`config.mk`:
```
export PLATFORM = sky130hd
export DESIGN_NAME = pdm_audio_dac4
export DESIGN_NICKNAME = d
export VERILOG_FILES = /design/src/rtl/pdm_audio_dac4.sv
export SDC_FILE = /design/constraint.sdc
export NUM_CORES = 1
export LEC_CHECK = 0
export ABC_AREA = 1
export ABC_CLOCK_PERIOD_IN_PS = 3900
export CORE_MARGIN = 2
export CORE_UTILIZATION = 60
export DETAILED_ROUTE_END_ITERATION = 16
export PLACE_DENSITY = 0.86
export SETUP_SLACK_MARGIN = 0.02
export SYNTH_ARGS = -nofsm -noshare
export SYNTH_HDL_FRONTEND = slang
export SYNTH_SLANG_ARGS = --single-unit
export TNS_END_PERCENT = 20
```
`constraint.sdc`:
```
create_clock -name clk -period 3.9 [get_ports clk]
set_input_delay 0.585 -clock clk [delete_from_list [all_inputs] [get_ports clk]]
set_output_delay 0.585 -clock clk [all_outputs]
set_load 0.01 [all_outputs]
```
`src/rtl/pdm_audio_dac4.sv`:
```
// pdm_audio_dac4: boxcar moving-average decimator that turns the 1-bit PDM
// audio stream from the TT flame core into a DAC_W-bit level for the ULX3S
// resistor DAC. A running popcount of the last 2^WIN_LOG2 samples (stage 1) is
// requantised to DAC_W bits and registered one cycle later (stage 2).
module pdm_audio_dac4 #(
  parameter int WIN_LOG2   = 6,
  parameter int DAC_W      = 4,
  parameter int SAMPLE_DIV = 1
) (
  input  logic              clk,
  input  logic              rst_n,
  input  logic              ena,
  input  logic              pdm_in,
  input  logic              mute,
  output logic [DAC_W-1:0]  dac_out,
  output logic              dac_stb,
  output logic [WIN_LOG2:0] level
);

  localparam int WIN_LEN = 1 << WIN_LOG2;
  // A one-bit counter is kept even when SAMPLE_DIV=1 so the vector is never zero width.
  localparam int CNT_W = (SAMPLE_DIV > 1) ? $clog2(SAMPLE_DIV) : 1;
  localparam logic [CNT_W-1:0] CNT_LAST = CNT_W'(SAMPLE_DIV - 1);
  localparam logic [DAC_W-1:0] MIDSCALE = {1'b1, {(DAC_W-1){1'b0}}};

  logic [CNT_W-1:0]    cnt_reg, cnt_next;
  logic                tick;
  logic [WIN_LEN-1:0]  win_reg;
  logic                oldest;
  logic [WIN_LOG2:0]   sum_reg, sum_next;
  logic                upd_reg;
  logic [DAC_W-1:0]    q;
  logic [DAC_W-1:0]    dac_reg;
  logic                stb_reg;

  assign tick   = ena && (cnt_reg == CNT_LAST);
  assign oldest = win_reg[WIN_LEN-1];

  // Next divider count: advance only while enabled, wrap on the sample tick.
  always_comb begin
    cnt_next = cnt_reg;
    if (ena) begin
      cnt_next = tick ? '0 : cnt_reg + 1'b1;
    end
  end

  // Running sum update: incoming and departing bits cancel when equal, so the
  // sum always equals the popcount of the window and cannot wrap.
  always_comb begin
    sum_next = sum_reg + {{WIN_LOG2{1'b0}}, pdm_in} - {{WIN_LOG2{1'b0}}, oldest};
  end

  // Requantise: a completely full window (sum = 2^WIN_LOG2) saturates to full scale.
  always_comb begin
    q = sum_reg[WIN_LOG2] ? {DAC_W{1'b1}} : sum_reg[WIN_LOG2-1 -: DAC_W];
  end

  // Sample divider register.
  always_ff @(posedge clk or negedge rst_n) begin
    if (!rst_n) begin
      cnt_reg <= '0;
    end else begin
      cnt_reg <= cnt_next;
    end
  end

  // Stage 1: window shift register and running sum, advanced on each sample tick.
  always_ff @(posedge clk or negedge rst_n) begin
    if (!rst_n) begin
      win_reg <= '0;
      sum_reg <= '0;
      upd_reg <= 1'b0;
    end else begin
      upd_reg <= tick;
      if (tick) begin
        win_reg <= {win_reg[WIN_LEN-2:0], pdm_in};
        sum_reg <= sum_next;
      end
    end
  end

  // Stage 2: register the DAC level one cycle after each sum update. This is
  // deliberately not gated by ena so an update already in flight completes.
  always_ff @(posedge clk or negedge rst_n) begin
    if (!rst_n) begin
      dac_reg <= '0;
      stb_reg <= 1'b0;
    end else begin
      stb_reg <= upd_reg;
      if (upd_reg) begin
        dac_reg <= mute ? MIDSCALE : q;
      end
    end
  end

  assign dac_out = dac_reg;
  assign dac_stb = stb_reg;
  assign level   = sum_reg;

endmodule

```
# Word-level counts from Yosys, hierarchy flattened
# Cells that the tools add are included.
[op_classes] n_reduce_logical=1 addsub=3 muxes=3 bitwise=1
[op_table] operator="2-to-1 mux 4 bit" count=2
[op_table] operator="adder 7 x 1 -> 7 bit" count=1
[op_table] operator="subtractor 7 x 1 -> 7 bit" count=1
[op_table] operator="adder 1 bit (second input constant)" count=1
[op_table] operator="logical AND 1 bit" count=1
[op_table] operator="2-to-1 mux 1 bit" count=1
[op_table] operator="inverter 1 bit" count=1
[word_totals] ff_bits=78 word_cells=14 in_bits=5

# Logic depth before layout (Yosys ltp)
# Gate-level depths: netlist of the first run.
[logic_depth] depth_word=3 depth_mapped=13

# Worst setup path before layout of the first run
# OpenSTA, ideal clock, no wires.
[synth_path] kind="reg-to-reg" from="reg sum_reg[0] (netlist: level[0])" to="reg sum_reg[6] (netlist: level[6])" setup_time_ns=0.065 n_path_buf=0 required_ns=3.835 slack_ns=2.072 synth_period_minus_slack_ns=1.828 stages_incl_launch_ff=14 arrival_time_ns=1.763 path_cell_list="dfrtp_1 inv_1 ha_1 inv_1 ha_1 inv_1 fa_1 inv_1 nand2_1 nand2_1 nand3_1 nand3_1 nand3_1 nand2_1"
[synth_via] elab_chain_len=2
[synth_lines] element="from (decl)" line="30" text="logic [WIN_LOG2:0] sum_reg, sum_next;"
[synth_lines] element="from (signal assigned)" line="77" text="sum_reg <= sum_next;"
[synth_lines] element="adder 7 x 1 -> 7 bit" line="50" text="sum_next = sum_reg + {{WIN_LOG2{1'b0}}, pdm_in} - {{WIN_LOG2{1'b0}}, oldest};"
[synth_lines] element="subtractor 7 x 1 -> 7 bit" line="50"
# Every way passes these cells.
# A chain may end at the register's enable or synchronous reset.

# Final worst setup path of the first run
[layout_path] from="in ena" to="reg win_reg[3]"
[layout_via] elab_chain_len=1
[layout_lines] element="from (decl)" line="12" text="input logic ena,"
[layout_lines] element="logical AND 1 bit" line="36" text="assign tick = ena && (cnt_reg == CNT_LAST);"
[layout_lines] element="to (signal assigned)" line="76" text="win_reg <= {win_reg[WIN_LEN-2:0], pdm_in};"
[layout_lines] element="to (decl)" line="28" text="logic [WIN_LEN-1:0] win_reg;"
# Every way passes these cells.

==> impl_metrics.env, run 1 <==
export IMPL_wl_um=5550
export IMPL_wl_per_cell_um=12.0
export IMPL_antenna_cells=0
export IMPL_syn_num_nets=389
export IMPL_synth_warnings=0
export IMPL_timing_final_crit_period_ps=2170
export IMPL_fin_nets=402
export IMPL_rows=26
export IMPL_grt_use_total_pct=21.0
export IMPL_clockBufferDepth=2
export IMPL_hold_class="in2async"
export IMPL_netlist_area_um2=3280
export IMPL_initial_utilization_pct=63.1
export IMPL_chipHeight_um=78.0
export IMPL_dr_pass1_iters=4
export IMPL_cts_hold_buffers=0
export IMPL_antenna_found_initial=0
export IMPL_slew_headroom_pct=37.4
export IMPL_avgViaCountPerCell=5.02
export IMPL_via_count=2326
export IMPL_hpwlAfterDp_um=3340
export IMPL_tightest_slew_ps=939
export IMPL_slew_violations=0
export IMPL_power_internal_mw=1.51
export IMPL_rrSetupSlack_ps=1870
export IMPL_post_cts_resized=0
export IMPL_cts_tree="yes"
export IMPL_core_area_um2=5200
export IMPL_synth_edf_count=0
export IMPL_critPathKind="in2reg"
export IMPL_p_switching_mw=0.710
export IMPL_synth_compound_area_share_pct=2.67
export IMPL_vdd_drop_max_mv=0.550
export IMPL_finalHoldViolCount=0
export IMPL_grt_start_max_net_pins=79
export IMPL_grt_pass1_wl_um=9970
export IMPL_leakage_nw=2.04
export IMPL_cts_sinks=78
export IMPL_clk_pin_slew_worst_paths_ps=80
export IMPL_postCtsSetupBuffers=0
export IMPL_fin_setup_tns_ps=0
export IMPL_final_setup_skew_ps=8.76
export IMPL_r2r_end="level[6]"
export IMPL_syn_inst=375
export IMPL_rsz0062_at_grt="no"
export IMPL_ys_top_cells_by_count="nand2_1, dfrtp_1, inv_1"
export IMPL_die_w_um=78.0
export IMPL_drt_antenna_violating_nets=0
export IMPL_ios=17
export IMPL_h_tree_depth=3
export IMPL_place_ws_ps=1380
export IMPL_die_area_um2=6080
export IMPL_synthXorXnorAreaFrac_pct=0
export IMPL_gp_congestion=0.825
export IMPL_crit_path_end_kind="register"
export IMPL_worst_setup_path_start_kind="input port"
export IMPL_p_clk_share_pct=27.0
export IMPL_areaGrowthSynthToFinish_pct=10.6
export IMPL_synth_mux_area_share_pct=0
export IMPL_reg2reg_from="level[0]"
export IMPL_final_layout_size_suffix_gt1_share_pct=7.63
export IMPL_layout_setup_ws_ps=1730
export IMPL_synth_top_area_share_pct=59.5
export IMPL_ys_ff_latch=78
export IMPL_cp_arrival_ps=2440
export IMPL_synth_ff_type="dfrtp_1"
export IMPL_cts_root_buffer="clkbuf_8"
export IMPL_drv_cap=0
export IMPL_cp_data_required_time_ps=4170
export IMPL_clock_latency_ps=340
export IMPL_drc=0
export IMPL_status="finished clean"
export IMPL_finalSetupViolations=0
export IMPL_sw_frac_of_total_pct=32.0
export IMPL_rr_worst_depth=13
export IMPL_synth_area_leaders="dfrtp_1, nand2_1, ha_1"
export IMPL_synth_most_common_cell="nand2_1"
export IMPL_yosys_area_share_simple_pct=27.9
export IMPL_avgSynthCellArea_um2=8.75
export IMPL_p_per_area_nw_per_um2=611
export IMPL_drt_iter0_drc=180
export IMPL_largest_register_ffs=64
export IMPL_sequentialPowerShare_pct=44.2
export IMPL_critical_path_max_fanout=69
export IMPL_synthAdderAreaFrac_pct=3.66
export IMPL_synth_top_family_by_area="simple AND/OR/NAND/NOR gates"
export IMPL_grt_remaining_overflow=0
export IMPL_p_comb_share_pct=28.7
export IMPL_synth_area_leader_cell="dfrtp_1"
export IMPL_io_buffer_count=16
export IMPL_grt_pass1_vias=2291
export IMPL_p_total_mw=2.22
export IMPL_ys_types=18
export IMPL_synth_yosys_seq_area_share_pct=59.5
export IMPL_fillers=387
export IMPL_max_freq_mhz=461
export IMPL_final_period_utilization_pct=55.6
export IMPL_synthArstFlopShare_pct=100
export IMPL_numCtsBuffers=9
## cells in the final DEF, fill, tap and decap left out, types with 3 or more instances in the layout
master,count
nand2_1,205
dfrtp_1,78
inv_1,22
clkdlybuf4s50_1,15
clkbuf_8,11
o21ai_0,10
nand3_1,10
nand2_2,10
ha_1,8
nor2_1,6
a21oi_1,5
clkinv_2,3
## kinds of logic after synthesis
| group | count (synthesis) |
|---|---|
| compound gates | 17 |
| fa+ha+maj | 9 |
| simple gates | 232 |
| flops | 78 |
| buf+inv | 39 |
## layer usage
metal | vias to the layer above | wire (µm) | track usage [%]
li1 | 1162 | - | -
met1 | 1121 | 2580 | 27.4
met2 | 32 | 2730 | 34.2
met3 | 11 | 156 | 4.88
met4 | 0 | 78 | 8.60
met5 | - | 0 | 0
## worst max-delay path by stage
stage / start / endpoint / slack, ps
final: ena / win_reg[3] / 1730
after detailed placement: ena / win_reg[3] / 1380
after global routing: ena / win_reg[3] / 1590
after CTS: ena / win_reg[3] / 1730
after floorplan: level[0] / level[6] / 2070
after global placement: ena / win_reg[47] / 1430
## through the flow
| step | instance area, µm² | cells | hold slack, ps | utilization, % |
|---|---|---|---|---|
| after floorplan | 3280 | 375 | 289 | - |
| after global placement | 3430 | 447 | 398 | 65.9 |
| after detailed placement | 3430 | 447 | 403 | 65.9 |
| after CTS | 3630 | 463 | 417 | 69.8 |
| after global routing | 3630 | 463 | 447 | 69.8 |
| final | 3630 | 463 | 370 | 69.8 |
## layout make-up
type	instances	area, µm²	area share, %
sequential	78	1950	53.8
multi-input combinational	258	1120	30.9
timing repair buffer	17	178	4.89
clock buffer	12	155	4.27
inverter	24	90.1	2.48
tap	70	87.6	2.41
clock inverter	4	45.0	1.24
## power groups by stage
stage	Clock [mW]	Combinational [mW]	Sequential, mW
floorplan	0	0.414	1.00
global placement	0	0.603	0.993
detailed placement	0	0.629	0.994
CTS	0.608	0.640	0.981
global route	0.644	0.734	0.995
finish	0.599	0.637	0.981
## worst max-delay path, cell delays in order
cell and delay (ps):
clkdlybuf4s50_1 520, nand2_4 360, inv_2 450, buf_12 300, nand2_1 100, nand2_1 80
No activity file was read; power rests on OpenSTA's default activity.
==> run 2, diff against run 1 <==
ABC_CLOCK_PERIOD_IN_PS = 2200   (was 3900)
CORE_UTILIZATION = 59   (was 60)
PLACE_DENSITY = 0.85   (was 0.86)
clock period = 2.2 ns   (was 3.9 ns; I/O delays follow)
==> run 2 against run 1 <==
Net effect: power up 93%; sequential share of layout area down 1.8 points; non-clock buffer count up 3; cell count up 1.1%; via count down 2.0%; routed wire length down 4.0%; global-route usage down 0.96 points; highest routed layer unchanged.
==> impl_metrics.env, run 2 (synthesis gave the netlist of run 1 again) <==
export IMPL_areaGrowthSynthToFinish_pct=14.4
export IMPL_final_setup_skew_ps=5.96
export IMPL_cts_tree="yes"
export IMPL_status="finished clean"
export IMPL_reg2reg_from="level[0]"
export IMPL_postCtsSetupBuffers=0
export IMPL_sequentialPowerShare_pct=40.6
export IMPL_rrSetupSlack_ps=240
export IMPL_slew_headroom_pct=70.7
export IMPL_rsz0062_at_grt="no"
export IMPL_post_route_cell_area_um2=3750
export IMPL_core_area_um2=5440
export IMPL_placedInstanceArea_um2=3470
export IMPL_wl_um=5320
export IMPL_cts_root_buffer="clkbuf_8"
export IMPL_final_period_utilization_pct=89.1
export IMPL_p_clk_share_pct=32.8
export IMPL_hold_ws_ps=416
export IMPL_drc=0
export IMPL_max_freq_mhz=510
export IMPL_p_total_mw=4.28
export IMPL_p_comb_share_pct=26.7
export IMPL_final_layout_size_suffix_gt1_share_pct=8.33
export IMPL_multi_input_area_um2=1120
export IMPL_die_w_um=78.6
export IMPL_grt_start_max_net_pins=76
export IMPL_dp_cells=451
export IMPL_wl_per_cell_um=11.4
export IMPL_final_cell_mix="nand2_1, dfrtp_1, inv_1"
export IMPL_fin_nets=405
export IMPL_vdd_drop_max_mv=0.604
export IMPL_cts_hold_buffers=1
export IMPL_grt_pass1_wl_um=9670
export IMPL_numCtsBuffers=9
export IMPL_fin_cells=468
export IMPL_rows=27
export IMPL_grt_remaining_overflow=0
export IMPL_regArea_um2=1950
export IMPL_die_area_um2=6170
export IMPL_r2r_end="level[4]"
export IMPL_critical_path_max_fanout=3
export IMPL_rr_worst_depth=12
export IMPL_leakage_nw=2.09
export IMPL_utilization_pct=69.0
export IMPL_hold_path_endpoint="dac_stb"
export IMPL_grt_use_total_pct=20.0
export IMPL_antenna_found_initial=0
export IMPL_hp_start="upd_reg"
export IMPL_chipHeight_um=78.6
export IMPL_hold_depth=0
export IMPL_hpwlAfterDp_um=3240
export IMPL_drv_cap=0
export IMPL_avgViaCountPerCell=4.87
export IMPL_critPathKind="reg2reg"
export IMPL_finalSetupViolations=0
export IMPL_layout_setup_ws_ps=239
export IMPL_antenna_cells=0
export IMPL_grt_pass1_vias=2247
export IMPL_final_common_cell="nand2_1"
export IMPL_tightest_slew_ps=440
export IMPL_cts_sinks=78
export IMPL_gp_congestion=0.812
export IMPL_fillers=410
export IMPL_timing_final_crit_period_ps=1960
export IMPL_clockBufferDepth=2
export IMPL_crit_path_end_kind="register"
export IMPL_clock_latency_ps=340
export IMPL_ios=17
export IMPL_drt_antenna_violating_nets=0
export IMPL_p_switching_mw=1.28
export IMPL_largest_register_ffs=64
export IMPL_h_tree_depth=3
export IMPL_cp_data_required_time_ps=2420
export IMPL_drt_iter0_drc=162
export IMPL_sw_frac_of_total_pct=29.9
export IMPL_cp_arrival_ps=2180
export IMPL_post_cts_resized=0
export IMPL_place_ws_ps=200
export IMPL_slew_violations=0
export IMPL_dr_pass1_iters=4
export IMPL_fin_setup_tns_ps=0
export IMPL_io_buffer_count=16
export IMPL_via_count=2280
export IMPL_worst_setup_path_start_kind="register"
export IMPL_initial_utilization_pct=60.3
export IMPL_p_per_area_nw_per_um2=1140
export IMPL_power_internal_mw=3.00
export IMPL_finalHoldViolCount=0
export IMPL_clk_pin_slew_worst_paths_ps=80
export IMPL_hold_class="reg2reg"
run 2: cell count changes in the layout (fill, tap and decap cells not counted):
cell | before | now
clkbuf_8 | 11 | 10
buf_12 | 1 | 3
clkinv_2 | 3 | 1
dlygate4sd3_1 | 0 | 1
clkinvlp_4 | 0 | 1
clkbuf_1 | 1 | 0
bufinv_16 | 1 | 4
run 2: power by group through the flow:
| stage | logic, mW | clock network [mW] | registers, mW |
|---|---|---|---|
| detailed placement | 1.12 | 0 | 1.76 |
| floorplan | 0.734 | 0 | 1.78 |
| global placement | 1.09 | 0 | 1.75 |
| finish | 1.14 | 1.40 | 1.74 |
| global route | 1.30 | 1.49 | 1.76 |
| CTS | 1.14 | 1.43 | 1.74 |
run 2: how the worst max path moves through the flow:
stage                   from  endpoint
floorplan           level[0]  level[6]
global placement      pdm_in  level[6]
detailed placement    pdm_in  level[6]
CTS                 level[0]  level[6]
global route        level[0]  level[6]
finish              level[0]  level[4]
run 2: worst max-delay path: stages, from the launching register on:
cell and delay, ps:
dfrtp_1 350, inv_1 60, ha_1 290, inv_1 60
ha_1 150, inv_1 50, fa_1 390, inv_1 90
nand2_1 60, nand2_1 110, nand3_1 90, nand2_1 80
o22ai_1 70
run 2: metal layers:
metal	GRT usage [%]	routed length, µm	vias up
met5	0	0	-
li1	-	-	1164
met1	26.0	2570	1063
met3	3.45	189	9
met4	8.07	76	0
met2	33.5	2490	44
run 2: layout make-up:
class / count / area share, %
clock buffers: 10 / 3.67
multi-input cells: 258 / 29.9
flip-flops and latches: 78 / 52.0
well taps: 72 / 2.40
inverters: 24 / 2.40
repair buffers: 20 / 6.07
clock inverters: 6 / 3.53
